$ cat src/rtl/vblank_scheduler_pkg.sv
// Shared display-timing constants and scheduler types for the vertical-blank
// update sequencer.
//   VBLANK_LINE   : first line after the visible area, where per-frame updates start
//   sched_state_t : scheduler FSM state encoding
package vblank_scheduler_pkg;

  localparam int unsigned SCREEN_V_RES = 480;
  localparam int unsigned X_POS_W      = 10;
  localparam int unsigned Y_POS_W      = 10;
  localparam int unsigned VBLANK_LINE  = SCREEN_V_RES;

  typedef enum logic [1:0] {
    StIdle,
    StScan,
    StReq,
    StDone
  } sched_state_t;

endpackage

$ cat src/rtl/sched_watchdog.sv
// Per-client acknowledge watchdog: a loadable down-counter with an expire flag.
//   clk, rst_n : clock and asynchronous active-low reset
//   load       : reload the counter with TIMEOUT_CYCLES-1
//   run        : count down one step per cycle (saturates at zero)
//   expired    : high while running with the counter at zero
// Only instantiated when VBLANK_SCHED_TIMEOUT_EN is defined.
module sched_watchdog #(
  parameter int unsigned TIMEOUT_CYCLES = 4096,
  localparam int unsigned CNT_W = $clog2(TIMEOUT_CYCLES + 1)
) (
  input  logic clk,
  input  logic rst_n,
  input  logic load,
  input  logic run,
  output logic expired
);

  logic [CNT_W-1:0] cnt_q;

  always_ff @(posedge clk or negedge rst_n) begin
    if (!rst_n) begin
      cnt_q <= '0;
    end else if (load) begin
      cnt_q <= CNT_W'(TIMEOUT_CYCLES - 1);
    end else if (run && (cnt_q != '0)) begin
      cnt_q <= cnt_q - CNT_W'(1);
    end
  end

  assign expired = run && (cnt_q == '0);

endmodule

$ cat src/rtl/vblank_scheduler.sv
// Vertical-blank update scheduler. On the first blank line it grants each
// enabled client in index order through a req/ack handshake; if active video
// returns before the sequence completes it aborts with an overrun pulse.
//   clk, rst_n        : clock, asynchronous active-low reset
//   px_en/x_pos/y_pos : pixel strobe and position from the timing generator
//   client_en         : static mask of clients to serve
//   ack               : per-client done pulse, honoured only while own req is high
//   req               : one-hot (or zero) update request
//   busy              : sequence in progress
//   cur_client        : index of client being served (0 when idle)
//   overrun           : 1-cycle pulse, sequence aborted by start of visible frame
//   timeout_err       : 1-cycle pulse, client watchdog expired
//   frame_cnt         : count of completed or aborted sequences (wraps)
// Optional feature: define VBLANK_SCHED_TIMEOUT_EN to enable the per-client
// ack watchdog; otherwise REQ waits indefinitely and timeout_err stays 0.
module vblank_scheduler
  import vblank_scheduler_pkg::*;
#(
  parameter int unsigned N_CLIENTS      = 4,
  parameter int unsigned TIMEOUT_CYCLES = 4096,
  parameter int unsigned FRAME_CNT_W    = 16,
  localparam int unsigned CLI_W = (N_CLIENTS > 1) ? $clog2(N_CLIENTS) : 1
) (
  input  logic                   clk,
  input  logic                   rst_n,
  input  logic                   px_en,
  input  logic [X_POS_W-1:0]     x_pos,
  input  logic [Y_POS_W-1:0]     y_pos,
  input  logic [N_CLIENTS-1:0]   client_en,
  input  logic [N_CLIENTS-1:0]   ack,
  output logic [N_CLIENTS-1:0]   req,
  output logic                   busy,
  output logic [CLI_W-1:0]       cur_client,
  output logic                   overrun,
  output logic                   timeout_err,
  output logic [FRAME_CNT_W-1:0] frame_cnt
);

  // One extra bit so the index can reach N_CLIENTS (end-of-list marker).
  localparam int unsigned IDX_W = CLI_W + 1;

  sched_state_t           state_q;
  logic [IDX_W-1:0]       idx_q;
  logic [N_CLIENTS-1:0]   req_q;
  logic                   overrun_q;
  logic                   timeout_q;
  logic [FRAME_CNT_W-1:0] frame_cnt_q;

  logic                 vb_start;
  logic                 vis_start;
  logic                 en_cur;
  logic                 ack_cur;
  logic                 more_en;
  logic                 idx_end;
  logic [N_CLIENTS-1:0] req_onehot;
  logic                 wd_expired;

  assign vb_start  = px_en && (x_pos == '0) && (y_pos == Y_POS_W'(VBLANK_LINE));
  assign vis_start = px_en && (x_pos == '0) && (y_pos == '0);
  assign idx_end   = (idx_q == IDX_W'(N_CLIENTS));

  // Decode the current index: its enable, its qualified ack, its request bit,
  // and whether any enabled client remains after it.
  always_comb begin
    en_cur     = 1'b0;
    ack_cur    = 1'b0;
    more_en    = 1'b0;
    req_onehot = '0;
    for (int unsigned i = 0; i < N_CLIENTS; i++) begin
      if (idx_q == IDX_W'(i)) begin
        en_cur        = client_en[i];
        ack_cur       = ack[i] & req_q[i];
        req_onehot[i] = 1'b1;
      end
      if ((IDX_W'(i) > idx_q) && client_en[i]) begin
        more_en = 1'b1;
      end
    end
  end

`ifdef VBLANK_SCHED_TIMEOUT_EN
  logic wd_load;
  logic wd_run;

  // REQ is only ever entered from SCAN, so reloading throughout SCAN clears
  // the count on every REQ entry.
  assign wd_load = (state_q == StScan);
  assign wd_run  = (state_q == StReq);

  sched_watchdog #(
    .TIMEOUT_CYCLES(TIMEOUT_CYCLES)
  ) u_watchdog (
    .clk    (clk),
    .rst_n  (rst_n),
    .load   (wd_load),
    .run    (wd_run),
    .expired(wd_expired)
  );
`else
  logic unused_timeout_cfg;
  assign unused_timeout_cfg = (TIMEOUT_CYCLES != 0);
  assign wd_expired         = 1'b0;
`endif

  always_ff @(posedge clk or negedge rst_n) begin
    if (!rst_n) begin
      state_q     <= StIdle;
      idx_q       <= '0;
      req_q       <= '0;
      overrun_q   <= 1'b0;
      timeout_q   <= 1'b0;
      frame_cnt_q <= '0;
    end else begin
      overrun_q <= 1'b0;
      timeout_q <= 1'b0;
      unique case (state_q)
        StIdle: begin
          if (vb_start) begin
            state_q <= StScan;
            idx_q   <= '0;
          end
        end
        StScan: begin
          if (vis_start) begin
            req_q       <= '0;
            overrun_q   <= 1'b1;
            frame_cnt_q <= frame_cnt_q + FRAME_CNT_W'(1);
            state_q     <= StIdle;
          end else if (idx_end) begin
            state_q <= StDone;
          end else if (en_cur) begin
            req_q   <= req_onehot;
            state_q <= StReq;
          end else begin
            idx_q <= idx_q + IDX_W'(1);
          end
        end
        StReq: begin
          if (ack_cur) begin
            // A coincident ack still counts; abort only if work is left over.
            req_q <= '0;
            idx_q <= idx_q + IDX_W'(1);
            if (!vis_start) begin
              state_q <= StScan;
            end else if (!more_en) begin
              state_q <= StDone;
            end else begin
              overrun_q   <= 1'b1;
              frame_cnt_q <= frame_cnt_q + FRAME_CNT_W'(1);
              state_q     <= StIdle;
            end
          end else if (vis_start) begin
            req_q       <= '0;
            overrun_q   <= 1'b1;
            frame_cnt_q <= frame_cnt_q + FRAME_CNT_W'(1);
            state_q     <= StIdle;
          end else if (wd_expired) begin
            req_q     <= '0;
            timeout_q <= 1'b1;
            idx_q     <= idx_q + IDX_W'(1);
            state_q   <= StScan;
          end
        end
        StDone: begin
          // All clients already served: completes even if video restarts here.
          frame_cnt_q <= frame_cnt_q + FRAME_CNT_W'(1);
          state_q     <= StIdle;
        end
        default: state_q <= StIdle;
      endcase
    end
  end

  always_comb begin
    cur_client = '0;
    if ((state_q != StIdle) && !idx_end) begin
      cur_client = idx_q[CLI_W-1:0];
    end
  end

  assign req         = req_q;
  assign busy        = (state_q != StIdle);
  assign overrun     = overrun_q;
  assign timeout_err = timeout_q;
  assign frame_cnt   = frame_cnt_q;

endmodule

$ cat config.mk
export PLATFORM = sky130hd
export DESIGN_NAME = vblank_scheduler
export DESIGN_NICKNAME = d
export VERILOG_FILES = /design/src/rtl/vblank_scheduler_pkg.sv /design/src/rtl/sched_watchdog.sv /design/src/rtl/vblank_scheduler.sv
export SDC_FILE = /design/constraint.sdc
export NUM_CORES = 1
export LEC_CHECK = 0
export CAP_MARGIN = 10
export CORE_MARGIN = 1.5
export CORE_UTILIZATION = 29
export DETAILED_ROUTE_END_ITERATION = 12
export SYNTH_ARGS = -nofsm -noshare
export SYNTH_HDL_FRONTEND = slang
export SYNTH_SLANG_ARGS = --single-unit
$ cat constraint.sdc
create_clock -name clk -period 6.9 [get_ports clk]
set_input_delay 1.38 -clock clk [delete_from_list [all_inputs] [get_ports clk]]
set_output_delay 1.38 -clock clk [all_outputs]
set_load 0.01 [all_outputs]
# Word level (Yosys, flattened, before mapping)
# Cells that the tools add are included.
# classes
n_addsub,2
magnitude_cmp,4
eq_ne,19
muxes,48
bitwise,4
n_reduce_logical,21
# ops
cell,count
16-bit 2-to-1 mux,4
16-bit one-hot mux with 3 select lines,1
10-bit logical NOT,2
1-bit 2-to-1 mux,20
4-bit 2-to-1 mux,5
2-bit 2-to-1 mux,9
"16-bit by 1-bit adder with 16-bit output, second input constant",1
3-bit 2-to-1 mux,5
"3-bit != test, second input constant",5
"10-bit by 9-bit == test with 1-bit output, second input constant",1
"2-bit != test, second input constant",5
3-bit one-hot mux with 3 select lines,1
1-bit logical AND,8
2-bit one-hot mux with 4 select lines,1
4-bit one-hot mux with 2 select lines,1
"3-bit by 2-bit == test with 1-bit output, second input constant",2
"1-bit by 3-bit > comparator with 1-bit output, first input constant",2
"2-bit by 3-bit > comparator with 1-bit output, first input constant",2
3-bit AND reduction,2
6-bit AND reduction,1
3-bit nonzero test,2
1-bit bitwise AND,4
"2-bit == test, second input constant",2
"4-bit != test, second input constant",1
other kinds (10),11
# word_totals
ff_bits,26
input_bits,31
output_inout_bits,25
word_cells,103

# Logic depth before layout (Yosys ltp)
# Gate-level depths: netlist of the first run.
# depth
ltp_word,10
depth_mapped,9
ltp_nobuf,8

# Worst setup path before layout of the first run
# No wires, ideal clock.
# synth_timing
kind,input port to flip-flop
start,in x_pos[3]
end,"reg frame_cnt_q[10], in the netlist frame_cnt[10]"
setup_time_ps,118
arrival_time_ps,3015
required_time_ps,6782
path_slack_ps,3767
stages,7
path_buffers,1
cell_sequence,nor4_1 nand3_1 nor3b_2 o31ai_1 a21o_1 clkbuf_1 a21o_1
# synth_between
elab_chain_len,6
elab_cells_between_ends,8
cone_classes,1 x eq/ne; 3 x mux; 4 x reduce/logical
# synth_lines
element,line,rtl
"start, declared",vblank_scheduler.sv:27,"input logic [X_POS_W-1:0] x_pos,"
10-bit logical NOT (*),vblank_scheduler.sv:59,assign vis_start = px_en && (x_pos == '0) && (y_pos == '0);
1-bit logical AND (*) (2 in a row),vblank_scheduler.sv:59,
16-bit 2-to-1 mux (2 in a row),n/a,
16-bit one-hot mux with 3 select lines,n/a,
"end signal, assigned",vblank_scheduler.sv:127,frame_cnt_q <= frame_cnt_q + FRAME_CNT_W'(1);
"end signal, assigned",vblank_scheduler.sv:149,frame_cnt_q <= frame_cnt_q + FRAME_CNT_W'(1);
"end signal, assigned",vblank_scheduler.sv:155,frame_cnt_q <= frame_cnt_q + FRAME_CNT_W'(1);
"end, declared",vblank_scheduler.sv:47,logic [FRAME_CNT_W-1:0] frame_cnt_q;
# Every way passes the cells marked *; elsewhere a longest branch is shown, timed or not.
# A chain may end at the register's enable or synchronous reset.

# Final worst setup path of the first run
# layout_timing
start,in x_pos[3]
end,"reg frame_cnt_q[2], in the netlist frame_cnt[2]"
# Same word-level chain as after synthesis.

==> results of run 1 <==
==> cell usage in the layout, fill, tap and decap left out, drive strengths merged, types with 2 or more instances in the layout <==
cell type,count
and3,4
nor4,4
nor3,4
or4,4
nor3b,4
buf,2
o21ai,7
a21oi,17
a31oi,2
a22o,5
o31a,2
o31ai,5
nor2b,4
inv,8
a22oi,2
nand2,28
a211o,2
or3,10
nor4b,2
nand4,4
nand3,10
mux2i,3
nor2,6
a21o,14
dfrtp,26
ha,10
clkdlybuf4s50,54
o2111ai,2
nand2b,2
clkbuf,3
==> sequential cells by signal, summed over array words and instances, names as in the netlist <==
| name | flops |
|---|---|
| frame_cnt | 16 |
| idx_q | 3 |
| overrun | 1 |
| req | 4 |
| state_q | 2 |
==> worst max-delay path: cells and delay by family <==
family / cells / cell delay (ns)
buf+inv: 1 / 0.40
simple gates: 3 / 1.06
compound gates: 3 / 0.94
==> per-stage QoR <==
step | instance area (um^2) | setup WS, ns
4_1_cts | 2547 | 3.323
6_report | 2547 | 3.292
5_1_grt | 2547 | 3.057
2_1_floorplan | 1854 | 3.767
3_3_place_gp | 2476 | 3.049
3_5_place_dp | 2476 | 3.042
==> routing by layer <==
layer	share of wire (%)	GRT usage (%)
met1	50	20.23
met2	45	21.95
met3	3.8	2.982
met4	0.85	2.727
met5	0	0
==> final cells by class <==
| class | instances | area (um^2) | area share [%] |
|---|---|---|---|
| clock inverter | 1 | 30.03 | 1.179 |
| inverter | 8 | 30.03 | 1.179 |
| sequential | 26 | 650.6 | 25.54 |
| clock buffer | 3 | 41.29 | 1.621 |
| timing repair buffer | 56 | 555.5 | 21.81 |
| multi-input combinational | 173 | 1146 | 44.99 |
| tap | 75 | 93.84 | 3.684 |
==> power by group through the flow <==
stage                     combinational (mW)  sequential, mW  clock [mW]
after floorplan                        0.251           0.222           0
after global placement                 0.379           0.229           0
after detailed placement               0.379           0.230           0
after CTS                              0.382           0.227       0.135
after global routing                   0.422           0.233       0.142
final                                  0.382           0.227       0.130
==> kinds of logic after synthesis <==
logic type               synth area share [%]
AND/OR/NAND/NOR                         27.33
adder cells (fa/ha/maj)                 6.748
multiplexers                            2.227
other                                  0.2022
AO/OA/AOI/OAI                           25.30
flip-flops                              35.09
buffers and inverters                   3.104
==> how the worst min path moves through the flow <==
stage	cells after the start	end	start
after global routing	1	frame_cnt[15]	frame_cnt[15]
after global placement	1	req[3]	req[3]
after detailed placement	1	frame_cnt[15]	frame_cnt[15]
final	1	frame_cnt[15]	frame_cnt[15]
after CTS	1	frame_cnt[15]	frame_cnt[15]
after floorplan	1	frame_cnt[15]	frame_cnt[15]
==> flow_summary.toml, run 1 <==
[status]
outcome = "completed"

[drt]
vias = 1830
drc = 0
viasPerCell = 5.351
wl_mm = 4.729
ant_nets = 0
first_pass_iters = 4
routedWlPerCell_um = 13.83
drtIter0Drc = 88

[synth]
yosys-top-cells-area = "dfrtp_1 35%, ha_1 6.7%, a21o_1 5.7%"
syn-cell-area_um2 = 1854
synth_flop_cell = "dfrtp_1"
yosys_warnings = 0
synthCells = 213
syn_nets = 254
yosysSeqAreaShare_pct = 35.09
async_flop_share_pct = 100.0
synth-edff-count = 0
netlist.area_leader.share_pct = 35.09
netlist.top_cell.by_area = "dfrtp_1"
synth.most_common_cell = "nand2_1"
synth_common_cells = "28 x nand2_1, 26 x dfrtp_1, 17 x a21oi_1, 14 x a21o_1"
syn_avg_cell_area_um2 = 8.706
ys_ff_latch = 26
ys_types = 52

[worst_setup_path]
crit_end = "frame_cnt[2]"
crit_path_start = "x_pos[3]"
cp_max_fo = 16
cpMaxStageDelayCell = "nor3b_2"
slowest_delay_ns = 0.52
critPathArrivalTime_ns = 3.78
r2r_slack_ns = 4.15
cp-start-kind = "primary input"
r2r_cells = 7
end_kind = "flop"
crit_type = "primary input to flop"
crit-reg2reg-capture = "idx_q[2]"
cp_cell_sequence = "clkdlybuf4s50_1 -> nor4_1 -> nand3_1 -> nor3b_2 -> o31ai_1 -> a21o_1 -> a211o_1"
critPathRequiredTime_ns = 7.07
r2r_start = "idx_q[1]"

[timing]
skew_ns = 0.004120
setup_viol_count_final = 0
slew_headroom_pct = 64.08
rsz0062_at_grt = "false"
worst-slew-pin-transition_ns = 0.5365
finalHoldViolations = 0
clock.fmax_ghz = 0.2771
period_share_pct = 52.29
maxSlewViolCount = 0
min_period_ns = 3.608
setup-tns-final_ns = 0
holdWs_ns = 0.5306

[placement]
io_buffers = 54
dp_hpwl_mm = 3.527
post-place-cells = 338
place_congestion = 0.9010

[floorplan]
initial_core_util_pct = 30.59
io_pins = 56
rows = 28
die_w_um = 82.96
core_um2 = 6061
die_h_um = 82.96
die-area_um2 = 6882

[finish]
drive_gt1_share_pct = 5.618
utilization_pct = 42.03
antenna_cells = 0
fin_nets = 309
nFillCells = 607
instances_no_fill = 342
synthToLayoutAreaGrowth_pct = 37.38

[clocking]
postCtsHoldBufs = 0
cts_buffer_depth = 2
clk_pin_slew_ns = 0.10
cts_sinks = 26
cts-root-buf = "clkbuf_8"
cts_setup_buffers = 0
cts_made_buffers = 3
cts_resized = 0
cts_tree = "yes"
cts_max_level = 1
clk_latency_ns = 0.27

[power_and_ir_drop]
combPwrFrac_pct = 51.6
p_int_mw = 0.4424
power_density_nw_per_um2 = 290.0
p_sw_share_pct = 40.11
p_seq_share_pct = 30.7
vdd_drop_max_uv = 142.2
power_mw = 0.7388
leakage_nw = 1.068
switchingPower_mw = 0.2963
pwr-share-clk_pct = 17.6

[job]
drv_cap = 0

[global_route]
grt_pass1_wl_mm = 8.300
grt_pass1_vias = 1748
overflow = 0
antenna_found_initial = 0
grt_max_degree = 27
grt_use_total_pct = 14.10

[hold_path]
hold_path_class = "flop to flop"
Power figures use the tool's default switching activity.
==> inputs of run 2 (changes only) <==
==> constraint.sdc (replaced) <==
create_clock -name clk -period 2.94 [get_ports clk]
set_input_delay 0.588 -clock clk [delete_from_list [all_inputs] [get_ports clk]]
set_output_delay 0.588 -clock clk [all_outputs]
set_load 0.01 [all_outputs]
==> flow_summary.toml, run 2 (synthesis results as in run 1) <==
[finish]
nFillCells = 611
synthToLayoutAreaGrowth_pct = 41.97
drive_gt1_share_pct = 9.058
largest_reg_flops = 16
fin_nets = 318
instances_no_fill = 351
final_common_cell = "clkdlybuf4s50_1"
utilization_pct = 43.44
stdcell_area_um2 = 2633
layout_common_cells = "54 x clkdlybuf4s50_1, 28 x nand2_1, 26 x dfrtp_1"
antenna_cells = 0

[timing]
setup-tns-final_ns = 0
clock.fmax_ghz = 0.3691
slew_headroom_pct = 60.17
skew_ns = 0.009672
worst-slew-pin-transition_ns = 0.5975
setup_viol_count_final = 0
min_period_ns = 2.710
period_share_pct = 92.16
rsz0062_at_grt = "false"
finalHoldViolations = 0
maxSlewViolCount = 0

[placement]
place_congestion = 0.9255
io_buffers = 54
post-place-cells = 347
placed_cell_area_um2 = 2556
dp_hpwl_mm = 3.696

[global_route]
grt_pass1_vias = 1814
grt_max_degree = 27
antenna_found_initial = 0
grt_pass1_wl_mm = 8.404
overflow = 0
grt_use_total_pct = 14.41

[power_and_ir_drop]
leakage_nw = 1.120
vdd_drop_max_uv = 394.4
power_density_nw_per_um2 = 673.0

[clocking]
cts_max_level = 1
cts_tree = "yes"
postCtsHoldBufs = 0
cts_buffer_depth = 2
cts_resized = 0
cts_setup_buffers = 0
cts_sinks = 26
cts-root-buf = "clkbuf_8"
clk_pin_slew_ns = 0.10
cts_made_buffers = 3
clk_latency_ns = 0.28

[floorplan]
io_pins = 56
die_w_um = 82.96
die_h_um = 82.96
die-area_um2 = 6882
rows = 28
initial_core_util_pct = 30.59
core_um2 = 6061

[drt]
wl_mm = 4.799
drtIter0Drc = 92
ant_nets = 0
viasPerCell = 5.350
first_pass_iters = 4
drc = 0
vias = 1878
routedWlPerCell_um = 13.67

[worst_setup_path]
slowest_delay_ns = 0.57
critPathRequiredTime_ns = 3.12
critPathArrivalTime_ns = 2.89
end_kind = "flop"
cp_cell_sequence = "inv_1 -> ha_1 -> nand2b_1 -> o311a_1 -> o41a_1 -> or4_4 -> o31ai_1"
crit_type = "flop to flop"
cp_max_fo = 7
cpMaxStageDelayCell = "or4_4"
cp-start-kind = "flop"

[job]
drv_cap = 0

[status]
outcome = "completed"

[hold_path]
hold_path_class = "flop to flop"
[run 2: path summary, 6_finish.rpt]
| path | from | to | slack, ns | cells after the start |
|---|---|---|---|---|
| setup reg to reg | idx_q[1] | idx_q[2] | 0.23 | 7 |
| hold reg to reg | frame_cnt[15] | frame_cnt[15] | 0.54 | 1 |
| min in group asynchronous | rst_n | frame_cnt[1] | 0.67 | 2 |
| setup / recovery | idx_q[1] | idx_q[2] | 0.23 | 7 |
| max in group asynchronous | rst_n | state_q[1] | 2.00 | 2 |
| hold / removal | frame_cnt[15] | frame_cnt[15] | 0.54 | 1 |
[run 2: critical path: cells and delay by family (launching register included)]
| family | cells | cell delay, ns |
|---|---|---|
| AOI/OAI and AO/OA | 3 | 1.09 |
| adders and majority gates | 1 | 0.23 |
| buffers and inverters | 1 | 0.13 |
| DFF | 1 | 0.46 |
| and+or+nand+nor | 2 | 0.70 |
[run 2: where the power goes]
group,switching [mW],internal [mW],leakage (nW)
sequential,0.0712,0.428,0.351
clock,0.120,0.182,0.0357
combinational,0.502,0.468,0.734
total,0.693,1.08,1.12
[run 2: metrics by stage]
step                setup slack, ns  hold WS, ns  power (mW)
finish                       0.2305       0.5356       1.772
floorplan                    0.4717       0.2924       1.110
global placement            0.07468       0.5000       1.476
detailed placement          0.01823       0.5168       1.468
CTS                          0.1833       0.5418       1.792
global route                0.08666       0.5633       1.920
[run 2: layout make-up]
class                   count  area (um^2)  area share (%)
clock buffers               3        41.29           1.568
clock inverters             1        30.03           1.141
flip-flops and latches     26        650.6           24.71
inverters                   8        30.03           1.141
repair buffers             65        635.6           24.14
well taps                  75        93.84           3.565
multi-input cells         173         1151           43.73
[run 2: per-layer routing]
metal / track usage [%] / wire [um]
met5: 0 / 0
met4: 3.788 / 45
met3: 3.181 / 227
met2: 24.39 / 2287
met1: 18.52 / 2238
